$ cat src/rtl/score_pkg.sv
// Shared widths, limits, 7-segment patterns and converter state type for the score display path.
package score_pkg;

  localparam int unsigned SCORE_W = 14;
  localparam int unsigned DIGITS  = 4;
  localparam int unsigned BCD_W   = 4 * DIGITS;

  localparam logic [SCORE_W-1:0] SCORE_MAX = 14'd9999;

  // Active-low patterns, bit order {g,f,e,d,c,b,a}
  localparam logic [6:0] SEG_0     = 7'b1000000;
  localparam logic [6:0] SEG_1     = 7'b1111001;
  localparam logic [6:0] SEG_2     = 7'b0100100;
  localparam logic [6:0] SEG_3     = 7'b0110000;
  localparam logic [6:0] SEG_4     = 7'b0011001;
  localparam logic [6:0] SEG_5     = 7'b0010010;
  localparam logic [6:0] SEG_6     = 7'b0000010;
  localparam logic [6:0] SEG_7     = 7'b1111000;
  localparam logic [6:0] SEG_8     = 7'b0000000;
  localparam logic [6:0] SEG_9     = 7'b0010000;
  localparam logic [6:0] SEG_BLANK = 7'b1111111;

  typedef enum logic {StIdle, StConv} conv_state_e;

  function automatic logic [6:0] seg_decode(input logic [3:0] nib);
    logic [6:0] pat;
    case (nib)
      4'd0:    pat = SEG_0;
      4'd1:    pat = SEG_1;
      4'd2:    pat = SEG_2;
      4'd3:    pat = SEG_3;
      4'd4:    pat = SEG_4;
      4'd5:    pat = SEG_5;
      4'd6:    pat = SEG_6;
      4'd7:    pat = SEG_7;
      4'd8:    pat = SEG_8;
      4'd9:    pat = SEG_9;
      default: pat = SEG_BLANK;
    endcase
    return pat;
  endfunction

endpackage

$ cat src/rtl/bin2bcd_iter.sv
// Iterative shift-add-3 binary to BCD converter; one bit per cycle, input saturated at 9999.
module bin2bcd_iter
  import score_pkg::*;
(
  input  logic               clk,
  input  logic               reset,
  input  logic [SCORE_W-1:0] bin,
  output logic [BCD_W-1:0]   bcd,
  output logic               bcd_valid
);

  localparam logic [3:0] LAST_ITER = 4'(SCORE_W - 1);

  conv_state_e        state_q, state_d;
  logic [SCORE_W-1:0] shreg_q, shreg_d;
  logic [BCD_W-1:0]   acc_q, acc_d, acc_adj;
  logic [3:0]         iter_q, iter_d;
  logic [SCORE_W-1:0] last_q, last_d;
  logic [BCD_W-1:0]   bcd_q, bcd_d;
  logic               valid_q, valid_d;
  logic [SCORE_W-1:0] clamped;
  logic               changed;

  assign clamped = (bin > SCORE_MAX) ? SCORE_MAX : bin;
  assign changed = (clamped != last_q);

  always_ff @(posedge clk) begin
    if (reset) state_q <= StIdle;
    else       state_q <= state_d;
  end

  always_comb begin
    state_d = state_q;
    unique case (state_q)
      StIdle: if (changed) state_d = StConv;
      StConv: if (iter_q == LAST_ITER) state_d = StIdle;
    endcase
  end

  always_comb begin
    acc_adj = acc_q;
    for (int i = 0; i < int'(DIGITS); i++) begin
      if (acc_q[4*i +: 4] >= 4'd5) acc_adj[4*i +: 4] = acc_q[4*i +: 4] + 4'd3;
    end
  end

  always_comb begin
    shreg_d = shreg_q;
    acc_d   = acc_q;
    iter_d  = iter_q;
    last_d  = last_q;
    bcd_d   = bcd_q;
    valid_d = 1'b0;
    unique case (state_q)
      StIdle: begin
        if (changed) begin
          shreg_d = clamped;
          acc_d   = '0;
          iter_d  = '0;
          // Recording the captured value now is equivalent to recording it at the end,
          // since the comparison only runs again once the conversion has finished.
          last_d  = clamped;
        end
      end
      StConv: begin
        {acc_d, shreg_d} = {acc_adj, shreg_q} << 1;
        if (iter_q == LAST_ITER) begin
          bcd_d   = acc_d;
          valid_d = 1'b1;
        end else begin
          iter_d = iter_q + 4'd1;
        end
      end
    endcase
  end

  always_ff @(posedge clk) begin
    if (reset) begin
      shreg_q <= '0;
      acc_q   <= '0;
      iter_q  <= '0;
      last_q  <= '0;
      bcd_q   <= '0;
      valid_q <= 1'b0;
    end else begin
      shreg_q <= shreg_d;
      acc_q   <= acc_d;
      iter_q  <= iter_d;
      last_q  <= last_d;
      bcd_q   <= bcd_d;
      valid_q <= valid_d;
    end
  end

  assign bcd       = bcd_q;
  assign bcd_valid = valid_q;

endmodule

$ cat src/rtl/score_display.sv
// Score display top: registers the score, converts it to BCD and scans a 4-digit
// active-low 7-segment display with optional leading-zero blanking.
module score_display
  import score_pkg::*;
#(
  parameter int unsigned SCAN_DIV = 100000,
  parameter bit          BLANK_LZ = 1'b1
) (
  input  logic               clk,
  input  logic               reset,
  input  logic [SCORE_W-1:0] score,
  output logic [BCD_W-1:0]   bcd,
  output logic               bcd_valid,
  output logic [3:0]         an,
  output logic [6:0]         seg,
  output logic               dp
);

  localparam int unsigned   PW         = (SCAN_DIV > 1) ? $clog2(SCAN_DIV) : 1;
  localparam logic [PW-1:0] PRESC_LAST = PW'(SCAN_DIV - 1);

  logic [SCORE_W-1:0] score_q;
  logic [PW-1:0]      presc_q;
  logic [1:0]         idx_q;
  logic [3:0]         an_q, an_d;
  logic [6:0]         seg_q, seg_d;
  logic               dp_q;
  logic [3:0]         nib;
  logic [BCD_W-1:0]   upper;
  logic               blank;

  bin2bcd_iter u_conv (
    .clk       (clk),
    .reset     (reset),
    .bin       (score_q),
    .bcd       (bcd),
    .bcd_valid (bcd_valid)
  );

  always_comb begin
    nib   = bcd[4*idx_q +: 4];
    // Current digit and everything above it
    upper = bcd >> {idx_q, 2'b00};
    blank = BLANK_LZ && (idx_q != 2'd0) && (upper == '0);
    an_d  = ~(4'b0001 << idx_q);
    seg_d = blank ? SEG_BLANK : seg_decode(nib);
  end

  always_ff @(posedge clk) begin
    if (reset) begin
      score_q <= '0;
      presc_q <= '0;
      idx_q   <= '0;
      an_q    <= 4'b1110;
      seg_q   <= SEG_0;
      dp_q    <= 1'b1;
    end else begin
      score_q <= score;
      if (presc_q == PRESC_LAST) begin
        presc_q <= '0;
        idx_q   <= idx_q + 2'd1;
      end else begin
        presc_q <= presc_q + 1'b1;
      end
      an_q  <= an_d;
      seg_q <= seg_d;
      dp_q  <= 1'b1;
    end
  end

  assign an  = an_q;
  assign seg = seg_q;
  assign dp  = dp_q;

endmodule

$ cat config.mk
export PLATFORM = sky130hd
export DESIGN_NAME = score_display
export DESIGN_NICKNAME = d
export VERILOG_FILES = /design/src/rtl/score_pkg.sv /design/src/rtl/bin2bcd_iter.sv /design/src/rtl/score_display.sv
export SDC_FILE = /design/constraint.sdc
export NUM_CORES = 1
export LEC_CHECK = 0
export ABC_AREA = 1
export CAP_MARGIN = 20
export CORE_MARGIN = 2
export CORE_UTILIZATION = 30
export CTS_CLUSTER_SIZE = 8
export DETAILED_ROUTE_END_ITERATION = 12
export PLACE_DENSITY = 0.54
export REMOVE_ABC_BUFFERS = 1
export SYNTH_ARGS = -nofsm -noshare
export SYNTH_HDL_FRONTEND = slang
export SYNTH_SLANG_ARGS = --single-unit
$ cat constraint.sdc
create_clock -name clk -period 2.2 [get_ports clk]
set_clock_uncertainty 0.05 [all_clocks]
set_input_delay 0.44 -clock clk [delete_from_list [all_inputs] [get_ports clk]]
set_output_delay 0.44 -clock clk [all_outputs]
set_load 0.005 [all_outputs]
==> metrics.txt <==
switching portion of total power 23.4%; CP cell instances nor2_1, nand2_1, nand2_2, nand2_4, nand2_4, buf_12, nand2_4, nand2_2, nand2_1, nor2_1, nand2_1, nor2_2, nand2_2, clkinv_4, clkbuf_16, nand3_1, a21oi_2; Post-synth EDFFs 0; post-cts hold buffer count 0; WL final 11800 um; IO buf count 43; worst hold path cell count 1; post-synth cell types 30; Max Cap Violations 0; status finished, final reports clean; worst hold path type reg -> reg; Clk pwr share 40.2%; Mean Syn Cell Area 7.09 um^2; worst skew pair latency 350 ps; mean number of vias per cell 4.49; antenna diode count 0; Main synth FF type dfxtp_1; post-synthesis register bit count 110; Tmin final 2100 ps; Initial Utilization 30.5%; startpoint types register; initial DRC count 226; GPL Wtd Cong 0.797; Worst slew margin 64.6%; nets@finish 843; share of flip-flops with an asynchronous set or reset 0%; worst vdd ir 0.362 mV; Reg clk slew, reported paths 70 ps; Initial DRT Pass Iterations 4; Worst Tran Pin Value 531 ps; Final Non-Filler Cells 1036; Remaining Overflow, GRT 0; combinational share of power 9.0%; FMAX 0.477 GHz; register area share after synthesis 42.2%; Worst EP arrival 2330 ps; min-delay src presc_q[0]; Inst Count DP 1010; CP endpoint kind register; worst r2r dst u_conv.shreg_q[2]; synthesized area 0.00521 mm^2; required time of the critical path 2440 ps; Hold Crit Endpoint presc_q[0]; die area 0.0184 mm^2; vias in the first global route 4196; clk sinks 110; DRC Markers 0; layout cells sized above 1 15.8%; cell count after synthesis 735; post-route ant nets 0; Root Driver clkbuf_16; setup violators final 0; Critical Path Slowest Stage Cell dfxtp_1; Worst R2R Path Depth 17; switching power total 958 uW; wire per inst 11.4 um; area of the core 0.0171 mm^2; Power Dens Cells 603 mW/mm^2; Area Growth Syn to Fin 30.2%; Overall Power 4090 uW; DP HPWL 7910 um; global-route wire length before repair 19300 um; die height 136 um; largest net degree at the start of global routing 63; CP Max Fanout 7; cts bufs inserted 9; Vias 4649; final period utilization 95.4%; Die Wd 136 um; CTS tree yes; Slew Viols, Final 0; Fin. Hold Viols 0; Int Pwr 3130 uW; Leakage 0.00279 uW; CP Class reg -> reg; maximum clock path buffer count 2; initial antenna violation count 0; Yosys warnings 0; launch point of the worst reg-to-reg path score_q[5]; RSZ-0062 raised after global routing true; hold slack 401 ps; Tot GR Track Use 12.8%; # rows 48; sequential share of power 50.8%; htree depth 3; reg2reg setup slack 100 ps; num ports 45; slowest stage delay, CP 310 ps
==> how the worst max path moves through the flow <==
| stage | startpoint | to | cells past startpoint |
|---|---|---|---|
| finish | score_q[5] | u_conv.shreg_q[2] | 17 |
| global route | score_q[5] | u_conv.acc_q[3] | 17 |
| global placement | score_q[5] | u_conv.shreg_q[3] | 16 |
| detailed placement | score_q[5] | u_conv.shreg_q[6] | 16 |
| CTS | score_q[5] | u_conv.shreg_q[12] | 16 |
| floorplan | u_conv.state_q | u_conv.iter_q[0] | 7 |
==> timing repair <==
action                                  4_1_cts  5_1_grt
gates cloned                                  0        6
setup buffers                                 0        5
resized for setup                             1       71
endpoints found under the setup margin        5       62
pin swaps                                     0       26
==> critical path, delay by kind of cell (launching register included) <==
family | cells | cell delay (ps)
compound gates | 1 | 120
buf+inv | 3 | 480
flops | 1 | 310
simple gates | 13 | 1080
==> per-stage QoR <==
stage	setup slack [ps]	util [%]	area [um^2]	TNS, ps
2_1_floorplan	-240	-	5050	-2500
6_report	102	39.7	6790	0
5_1_grt	-125	39.7	6790	-3040
3_3_place_gp	-12.8	35.6	6090	-123
3_5_place_dp	10.5	35.6	6090	0
4_1_cts	112	37.3	6390	0
==> synthesized netlist by cell type, drive strengths merged, types with 2 or more instances <==
master	number	area (um^2)
nand2	162	623
dfxtp	110	2200
inv	92	345
a21oi	86	430
nor2	74	278
nand3	63	315
o21ai	37	185
ha	20	250
clkbuf	17	63.8
buf	15	101
xor2	14	123
nand3b	10	75.1
nor3	8	40.0
o211ai	6	45.0
nand4	5	31.3
a211oi	3	22.5
or2	3	18.8
clkinv	2	7.51
nor3b	2	15.0
nor4	2	12.5
==> layer usage <==
metal  wire length (um)  share of wire, %  vias up  GRT usage (%)
li1                   -                 -     2498              -
met1               5800                49     2069           16.1
met2               5410                46       69           21.4
met3                488               4.1       13           3.54
met4                143               1.2        0           3.70
met5                  0                 0        -              0
==> layout make-up <==
type,instances,area (um^2)
tap,225,282
inverter,94,358
fill,1813,10300
clock buffer,12,256
sequential,110,2210
timing repair buffer,90,875
clock inverter,3,43.8
multi-input combinational,502,2770
==> kinds of logic (layout without fill, tap and decap cells) <==
group | count (synthesis) | after routing | synth area share, %
AO/OA/AOI/OAI | 134 | 134 | 13.4
XOR/XNOR | 15 | 15 | 2.52
adder cells (fa/ha/maj) | 20 | 20 | 4.80
buffers and inverters | 126 | 199 | 9.94
flip-flops | 110 | 110 | 42.2
other | 1 | 1 | 0.0719
AND/OR/NAND/NOR | 329 | 332 | 27.0
==> flip-flops by register name, indices dropped and copies added, names as in the netlist <==
register and count:
an 4, u_conv.state_q 1, presc_q 17, u_conv.acc_q 16, score_q 14, u_conv.shreg_q 14
u_conv.last_q 14, u_conv.bcd_valid 1, seg 7, u_conv.bcd 16, idx_q 2, u_conv.iter_q 4
==> cell usage in the layout (no fill, tap or decap), types with 20 or more instances in the layout <==
| cell | n |
|---|---|
| nand2_1 | 144 |
| dfxtp_1 | 105 |
| inv_1 | 90 |
| a21oi_1 | 77 |
| nor2_1 | 70 |
| nand3_1 | 45 |
| clkdlybuf4s50_1 | 42 |
| buf_4 | 39 |
| o21ai_0 | 36 |
| ha_1 | 20 |
==> power groups by stage <==
| stage | logic (uW) | clock network (uW) | registers (uW) |
|---|---|---|---|
| detailed placement | 320 | 0 | 2120 |
| finish | 368 | 1640 | 2080 |
| CTS | 322 | 1720 | 2070 |
| floorplan | 172 | 0 | 2120 |
| global placement | 320 | 0 | 2120 |
| global route | 420 | 1780 | 2090 |
No activity file was read; power rests on OpenSTA's default activity.
